===== config.mk =====
export PLATFORM = sky130hd
export DESIGN_NAME = wrr_arbiter_core
export DESIGN_NICKNAME = d
export VERILOG_FILES = /design/src/rtl/wrr_pkg.sv /design/src/rtl/wrr_rr_pick.sv /design/src/rtl/wrr_arbiter_core.sv
export SDC_FILE = /design/constraint.sdc
export NUM_CORES = 1
export LEC_CHECK = 0
export CAP_MARGIN = 0
export CORE_ASPECT_RATIO = 1.4
export CORE_MARGIN = 2
export CORE_UTILIZATION = 50
export CTS_CLUSTER_DIAMETER = 40
export DETAILED_ROUTE_END_ITERATION = 6
export DONT_BUFFER_PORTS = 1
export PLACE_DENSITY = 0.64
export SKIP_LAST_GASP = 1
export SYNTH_ARGS = -nofsm -noshare
export SYNTH_HDL_FRONTEND = slang
export SYNTH_SLANG_ARGS = --single-unit
export TNS_END_PERCENT = 50

===== constraint.sdc =====
create_clock -name clk -period 11.22 [get_ports clk]
set_input_delay 2.244 -clock clk [delete_from_list [all_inputs] [get_ports clk]]
set_output_delay 2.244 -clock clk [all_outputs]
set_load 0.01 [all_outputs]

===== src/rtl/wrr_pkg.sv =====
// Shared types and sizing for the weighted round-robin arbiter.
// Imported by the picker and the arbitration core.
package wrr_pkg;

  localparam int N_REQ  = 32;
  localparam int ID_W   = 5;
  localparam int PRIO_W = 4;

  typedef logic [PRIO_W-1:0] prio_t;
  typedef logic [ID_W-1:0]   id_t;
  typedef logic [N_REQ-1:0]  req_vec_t;

  localparam prio_t RST_WEIGHT = prio_t'(1);

  typedef enum logic {
    IDLE,
    BURST
  } arb_state_e;

endpackage


===== src/rtl/wrr_rr_pick.sv =====
// Rotating first-eligible search starting just after start.
// start itself is the last candidate (wraps through the full ring).
module wrr_rr_pick
  import wrr_pkg::*;
(
  input  req_vec_t elig,
  input  id_t      start,
  output logic     found,
  output id_t      id
);

  logic [2*N_REQ-1:0] dbl;
  logic [ID_W:0]      sh;
  req_vec_t           rot;
  id_t                k;

  // Rotate via double-width shift, then lowest-set-bit encode.
  always_comb begin
    sh    = {1'b0, start} + (ID_W+1)'(1);
    dbl   = {elig, elig} >> sh;
    rot   = dbl[N_REQ-1:0];
    found = |rot;
    k     = '0;
    for (int i = N_REQ-1; i >= 0; i--) begin
      if (rot[i]) k = id_t'(i);
    end
    id = start + k + id_t'(1);
  end

endmodule


===== src/rtl/wrr_arbiter_core.sv =====
// Weighted round-robin arbitration core with internal weight table.
// Owner keeps the grant for up to weight[owner] consecutive cycles.
module wrr_arbiter_core
  import wrr_pkg::*;
(
  input  logic     clk,
  input  logic     rst,
  input  prio_t    prio,
  input  id_t      prio_id,
  input  logic     prio_upt,
  input  req_vec_t req,
  output req_vec_t gnt,
  output id_t      gnt_id,
  output logic     gnt_vld
);

  prio_t      weight [N_REQ];
  arb_state_e state, state_n;
  id_t        owner, owner_n;
  prio_t      cnt, cnt_n;
  req_vec_t   gnt_n;
  id_t        gnt_id_n;
  logic       gnt_vld_n;
  req_vec_t   elig;
  logic       found;
  id_t        pick_id;
  logic       keep;

  // Weight 0 masks a requester out entirely.
  always_comb begin
    elig = '0;
    for (int i = 0; i < N_REQ; i++) begin
      elig[i] = req[i] && (weight[i] != '0);
    end
  end

  wrr_rr_pick u_pick (
    .elig  (elig),
    .start (owner),
    .found (found),
    .id    (pick_id)
  );

  // Weight table; reset reload wins over a same-edge write.
  always_ff @(posedge clk) begin
    if (rst) begin
      for (int i = 0; i < N_REQ; i++) weight[i] <= RST_WEIGHT;
    end else if (prio_upt) begin
      weight[prio_id] <= prio;
    end
  end

  // Next-state: hold the burst or rotate to the next eligible requester.
  always_comb begin
    state_n   = state;
    owner_n   = owner;
    cnt_n     = cnt;
    gnt_n     = gnt;
    gnt_id_n  = gnt_id;
    gnt_vld_n = gnt_vld;
    keep      = (state == BURST) && elig[owner]
                && (cnt < weight[owner]);
    if (keep) begin
      cnt_n = cnt + prio_t'(1);
    end else if (found) begin
      state_n   = BURST;
      owner_n   = pick_id;
      cnt_n     = prio_t'(1);
      gnt_n     = req_vec_t'(1) << pick_id;
      gnt_id_n  = pick_id;
      gnt_vld_n = 1'b1;
    end else begin
      state_n   = IDLE;
      cnt_n     = '0;
      gnt_n     = '0;
      gnt_id_n  = '0;
      gnt_vld_n = 1'b0;
    end
  end

  // Registered arbitration state and outputs.
  always_ff @(posedge clk) begin
    if (rst) begin
      state   <= IDLE;
      owner   <= id_t'(N_REQ-1);
      cnt     <= '0;
      gnt     <= '0;
      gnt_id  <= '0;
      gnt_vld <= 1'b0;
    end else begin
      state   <= state_n;
      owner   <= owner_n;
      cnt     <= cnt_n;
      gnt     <= gnt_n;
      gnt_id  <= gnt_id_n;
      gnt_vld <= gnt_vld_n;
    end
  end

endmodule


==> flow_metrics.py <==
metrics = {
    "route": {
        "routed_wl_mm": 40.47,
        "drt.antenna.violating_nets": 0,
        "dr_total_vias": 10220,
        "drtPass1Iterations": 5,
        "initialDrtViolationCount": 1023,
        "via_per_instance_ratio": 7.319,
        "average_routed_wire_per_standard_cell_um": 28.97,
        "drcViolationCount": 0,
    },
    "clocking": {
        "postCtsSetupBuffers": 0,
        "cts.sink_count": 180,
        "postCtsHoldBufs": 0,
        "clock_tree.htree_level_count": 4,
        "clock_latency_late_sink_ns": 0.44,
        "ctsResizeCount": 0,
        "number_of_buffers_on_the_longest_clock_path": 2,
        "cts_root_buf": "sky130_fd_sc_hd__clkbuf_16",
        "cts_tree": "built",
        "clkSlewWorstSetupHoldPaths_ns": 0.07,
        "numCtsBuffers": 17,
    },
    "synth": {
        "number_of_synthesized_flops_with_an_enable_pin": 128,
        "yosys.cell_count.top_type": "sky130_fd_sc_hd__edfxtp_1",
        "syn-cell-area_um2": 12620,
        "synth_top_cells_by_count": "128 x sky130_fd_sc_hd__edfxtp_1, 109 x sky130_fd_sc_hd__and2_1, 102 x sky130_fd_sc_hd__mux4_2",
        "syn_nets": 1167,
        "synth_cell_type_count": 85,
        "yosys_register_bits": 180,
        "synth_ff_type": "sky130_fd_sc_hd__edfxtp_1",
        "yosysWarningCount": 0,
        "seq_area_frac_synth_pct": 38.71,
        "syn-instance-count": 1114,
        "synthDominantCellAreaShare_pct": 30.46,
        "dominant_cells_by_area_after_synthesis": "sky130_fd_sc_hd__edfxtp_1 30%, sky130_fd_sc_hd__mux4_2 18%, sky130_fd_sc_hd__dfxtp_1 8.3%, sky130_fd_sc_hd__and2_1 5.4%, sky130_fd_sc_hd__o41a_1 2.9%",
        "synth-async-reset-ratio_pct": 0,
        "netlist.top_cell.by_area": "sky130_fd_sc_hd__edfxtp_1",
        "postSynthAreaPerCell_um2": 11.33,
    },
    "timing": {
        "final_critical_path_time_including_i_o_delays_and_setup_ns": 7.125,
        "worstMarginPinSlew_ns": 1.262,
        "rsz_0062_raised_after_global_routing": "no",
        "achievable-frequency_mhz": 140.3,
        "relative_slew_margins_pct": 14.80,
        "setup_viol": 0,
        "finClkSkew_ns": 0.01298,
        "period_share_pct": 63.51,
        "final_hold_viol_count": 0,
        "setup_slack_ns": 4.095,
        "final_max_slew_viols": 0,
        "totalNegativeSetupSlack_ns": 0,
    },
    "global_routing": {
        "maximum_number_of_pins_on_one_net_before_global_route_repair": 54,
        "grt_overflow": 0,
        "grt_antenna_before_repair": 0,
        "vias_in_the_first_global_route": 9623,
        "globalRouteTotalUtil_pct": 30.32,
        "wire_length_of_the_first_global_routing_pass_mm": 60.52,
    },
    "min_path": {
        "holdCritStartpoint": "gnt_id[0]",
        "hold_class": "reg -> reg",
    },
    "floorplanning": {
        "die_y_um": 192.0,
        "floorplan.rows": 68,
        "core_um2": 24760,
        "fp.dieArea_um2": 26540,
        "start_util_pct": 50.96,
        "die-width_um": 138.3,
        "design.portCount": 82,
    },
    "pwr": {
        "ir_worst_vdd_mv": 0.2479,
        "cellPowerDensity_nw_per_um2": 277.4,
        "p_leak_uw": 0.004427,
    },
    "worst_setup_path": {
        "cp-startpoint": "req[20]",
        "crit_chain": "o41a_1 > mux4_2 > a222oi_1 > mux4_2 > nand3_1 > a21oi_1 > o21ai_0 > a311o_1 > a21oi_1 > a21oi_1 > fa_1 > nor2b_1 > o21ai_0 > nand2b_1 > xnor2_1 > o41ai_1 > mux2_2 > nor4_1 > a22o_1",
        "crit_path_max_fanout": 5,
        "worstSetupPathType": "in -> reg",
        "setup.worst_path.start_class": "primary input",
        "crit_path_top_delay_cell": "sky130_fd_sc_hd__a222oi_1",
        "cp_data_required_time_ns": 11.61,
        "worst_ep_arrival_time_ns": 7.52,
        "crit-reg2reg-launch": "owner[1]",
        "cp-end-kind": "flip-flop",
        "cp_slowest_stage_delay_ns": 0.89,
        "critical-path-top-cell-by-count": "sky130_fd_sc_hd__a21oi_1",
    },
    "cells_and_area": {
        "postLayoutCellArea_um2": 13460,
        "n_fill_cell": 2106,
        "layout.core_utilization_pct": 54.37,
        "n_antenna_cell": 0,
        "layout.cells.non_filler": 1397,
        "areaGrowthSynthToFinish_pct": 6.694,
        "final_net_count": 1122,
        "fraction_of_layout_cells_with_a_size_suffix_above_1_pct": 19.32,
    },
    "job": {
        "drv.max_cap_violation_count": 0,
    },
    "place": {
        "placedCellCount": 1365,
        "post-place-ws_ns": 3.755,
        "gp_congestion": 0.9841,
        "post-dp-hpwl_mm": 30.28,
        "placed_area_um2": 12890,
        "portBuffers": 0,
    },
    "run_status": {
        "outcome": "complete, no violations",
    },
}
## routing by layer
layer	vias to the layer above	GRT usage [%]	wire length [um]
met5	-	0	0
met2	565	52.59	20300
met3	125	5.535	2919
met1	5067	36.04	15040
li1	4467	-	-
met4	0	16.09	2212
## worst max-delay path: cells and delay by family
kind                     cells  cell delay [ns]
AO/OA/AOI/OAI               10             2.33
AND/OR/NAND/NOR              4             0.97
multiplexers                 3             1.29
adder cells (fa/ha/maj)      1             0.45
XOR/XNOR                     1             0.22
## power breakdown
part | switching (uW) | leakage, uW | internal (uW)
combinational | 1340 | 0.00248 | 891
sequential | 117 | 0.00166 | 805
clock | 278 | 0.000286 | 300
## registers in the layout (all words and copies together), names as in the netlist, named ones only
register,count
state,1
owner,5
gnt_id,5
gnt,32
cnt,4
weight,128
## cell families (layout without fill, tap and decap cells)
logic type / Yosys count / count (layout) / share of synthesized area, %
multiplexers: 142 / 142 / 21.46
buffers and inverters: 105 / 73 / 3.540
adder cells (fa/ha/maj): 9 / 9 / 0.9520
flip-flops: 180 / 180 / 38.71
AO/OA/AOI/OAI: 282 / 282 / 17.89
XOR/XNOR: 7 / 7 / 0.4859
AND/OR/NAND/NOR: 389 / 389 / 16.96
## worst paths after layout
kind | end | slack [ns] | depth (start not counted)
worst min-delay path | gnt_id[0] | 0.50 | 2
worst max-delay path | gnt[28] | 4.09 | 19
worst max register to register | gnt[28] | 4.64 | 19
worst min register to register | gnt_id[0] | 0.50 | 2
## area by class of cell
class	count	area (um^2)	area share (%)
inverters	15	56.30	0.4183
multi-input cells	829	7352	54.61
repair buffers	26	195.2	1.450
flip-flops and latches	180	4890	36.32
clock inverters	14	135.1	1.004
clock buffers	18	439.2	3.262
well taps	315	394.1	2.928
## cells in the final DEF (no fill, tap or decap), drive strengths merged, types with 18 or more instances in the layout
cell,count
a21oi,22
and2,109
buf,26
clkbuf,18
dfxtp,52
edfxtp,128
inv,22
mux2i,32
mux4,102
nand2,72
nor2,76
nor4,23
o21ai,50
o41a,32
o41ai,33
or3,35
## per-stage QoR
stage / total power, uW / hold slack (ns)
global placement: 3119 / 0.4921
CTS: 3707 / 0.5042
detailed placement: 3122 / 0.4956
finish: 3735 / 0.5048
floorplan: 2590 / 0.4708
global route: 3948 / 0.5347
Note: power is estimated with default switching activity, not from simulation.
==> RTL change (same settings) <==
Make the reset (`rst`) asynchronous in 2 clocked blocks.
--- a/src/rtl/wrr_arbiter_core.sv
+++ b/src/rtl/wrr_arbiter_core.sv
@@ -42,7 +42,7 @@
   );
 
   // Weight table; reset reload wins over a same-edge write.
-  always_ff @(posedge clk) begin
+  always_ff @(posedge clk or posedge rst) begin
     if (rst) begin
       for (int i = 0; i < N_REQ; i++) weight[i] <= RST_WEIGHT;
     end else if (prio_upt) begin
@@ -79,7 +79,7 @@
   end
 
   // Registered arbitration state and outputs.
-  always_ff @(posedge clk) begin
+  always_ff @(posedge clk or posedge rst) begin
     if (rst) begin
       state   <= IDLE;
       owner   <= id_t'(N_REQ-1);
Check against the original RTL: differs if rst is asserted again (counterexample within 4 cycles, from zero or initial values and one cycle with rst high); with rst held inactive, the same outputs for 4 cycles.
==> RTL change against the original RTL <==
- synthesized area shrank 2.9%
- sequential cell count decreased by 5
- global-route usage is 1.1 points higher
- sequential share of layout area down 2.5 points
- final cell count is 5.1% lower
- clock skew is 0.0011 ns lower
- register-to-register slack better by 0.30 ns
- final area fell by 2.7%
- routed wire length down 0.96%
- setup slack improved by 0.59 ns
- count of clock-buffer cells in the layout is 1 higher
- core utilization is 0.27 points higher
- critical path type unchanged
- critical endpoint is now gnt[16]$_DFFE_PP0N_
- largest cell class unchanged
Power is left out: the tool's default activity adds up to more than one toggle a clock period on the data nets, which glitch-free logic cannot reach.
==> RTL change: results (changes against the original RTL) <==
Status
  – Status: complete, no violations (unchanged)

Placed design
  – Dpl hpwl: 29.5 mm (was 30.3 mm)
  – Routability cong.: 0.985 (was 0.984)
  – Placed Area: 12,500 um^2 (was 12,900 um^2)
  – # port buffers: 0 (unchanged)

Clock network
  – Clk slew on worst S/H paths: 0.07 ns (about the same)
  – Post-CTS Setup Bufs: 0 (unchanged)
  – Post_cts resized: 0 (unchanged)
  – H-Tree Depth: 4 (unchanged)
  – Clk root buf: clkbuf_16 (unchanged)
  – Clk buf depth: 2 (unchanged)

Global route
  – Vias in the first global route: 9,633 (was 9,623)
  – Largest net degree at the start of global routing: 105 (was 54)
  – GRT Util Overall: 31.5% (was 30.3%)
  – First-pass GRT wire length: 60.0 mm (was 60.5 mm)
  – Initial antenna violation count: 0 (unchanged)

Synthesis
  – Synth cell count leaders: dfrtp_1, mux2_2, mux4_2, nand2_1, nor2_1 (was edfxtp_1, and2_1, mux4_2, nor2_1, nand2_1)
  – Synth cell types: 81 (was 85)
  – Sequential area share after synthesis: 36.1% (was 38.7%)
  – Top area cells in the synthesized netlist: dfrtp_1, mux4_2, mux2_2 (was edfxtp_1, mux4_2, dfxtp_1)
  – Asr flop ratio synth: 100% (was 0%)
  – Syn. warnings: 0 (unchanged)

Timing
  – Worst-Margin Slew: 1.37 ns (was 1.26 ns)
  – Worst Skew: 0.0119 ns (was 0.0130 ns)

Route
  – DR vias: 9,991 (was 10,200)
  – DRT Pass-1 Iters: 7 (was 5)
  – Violation count after the first detailed-routing iteration: 1,037 (was 1,023)
  – DR WL/cell: 30.2 um (was 29.0 um)

Cells and area
  – Nets: 1,056 (was 1,122)
  – Share of layout cells above drive strength 1: 32.4% (was 19.3%)
  – # diodes: 0 (unchanged)
  – Filler cell count: 2,098 (was 2,106)

Critical path
  – Worst Path Arrival: 6.88 ns (was 7.52 ns)
  – Largest fanout on the critical path: 17 (was 5)

Min path
  – Worst Hold Class: flip-flop to flip-flop (unchanged)
==> RTL change: changes by cell type in the layout (fill, tap and decap cells not counted), sizes merged, moves of 34 or more <==
cell and delta:
dfstp +37, dfrtp +138, o21ai -40, mux2 +131, and2 -98, edfxtp -128, dfxtp -52, or3 -34
==> RTL change: metrics by stage <==
step | utilization (%) | setup WS [ns] | hold WS (ns) | std cells
finish | 54.6 | 4.68 | 0.535 | 1326
global route | 54.6 | 4.37 | 0.568 | 1326
CTS | 54.6 | 4.67 | 0.551 | 1326
detailed placement | 52.1 | 4.21 | 0.520 | 1294
global placement | 52.1 | 4.32 | 0.526 | 1294
floorplan | - | 4.29 | 0.472 | 1035
==> RTL change: worst max-delay path: stages <==
cell and delay (ns):
o41a_1 0.20, mux4_2 0.51, a222oi_1 0.58, nand2_1 0.14
a21boi_0 0.22, a211o_1 0.37, nand3_1 0.09, nand3_1 0.08
o221ai_1 0.24, a22oi_1 0.11, ha_1 0.24, fa_1 0.41
inv_1 0.08, a21o_1 0.10, a21oi_1 0.08, xnor2_1 0.49
xnor2_2 0.36, a32o_1 0.34
==> RTL change: path summary, 6_finish.rpt <==
path / from / endpoint / slack [ns] / cells past startpoint
min reg2reg: cnt[0]$_DFF_PP0_ / cnt[0]$_DFF_PP0_ / 0.53 / 1
min in group asynchronous: rst / gnt_id[2]$_DFFE_PP0N_ / 1.88 / 1
min: cnt[0]$_DFF_PP0_ / cnt[0]$_DFF_PP0_ / 0.53 / 1
max: req[5] / gnt[16]$_DFFE_PP0N_ / 4.68 / 18
max in group asynchronous: rst / weight[23]$_DFFE_PP0P_ / 7.94 / 2
max reg2reg: owner[1]$_DFFE_PP1P_ / gnt[22]$_DFFE_PP0N_ / 4.94 / 17
==> RTL change: layer usage <==
layer / up-vias / global-route usage (%) / wire length (um)
met5: - / 0 / 0
met4: 0 / 17.9 / 2470
met3: 134 / 6.77 / 3170
met2: 584 / 51.4 / 19700
met1: 5090 / 38.3 / 14800
li1: 4183 / - / -
==> RTL change: cell type report <==
class | count | share of cell area [%]
clock buffer | 19 | 3.30
clock inverter | 13 | 1.27
inverter | 18 | 0.554
multi-input combinational | 772 | 57.0
sequential | 175 | 33.8
tap | 310 | 2.96
timing repair buffer | 19 | 1.09
==> RTL change: cells by family after synthesis <==
kind of cell    count (synthesis)  synth area share [%]
buf+inv                        88                  3.10
xor+xnor                        7                 0.715
flops                         175                  36.1
mux                           265                  31.3
compound gates                255                  17.9
fa+ha+maj                      11                  1.14
simple gates                  234                  9.65
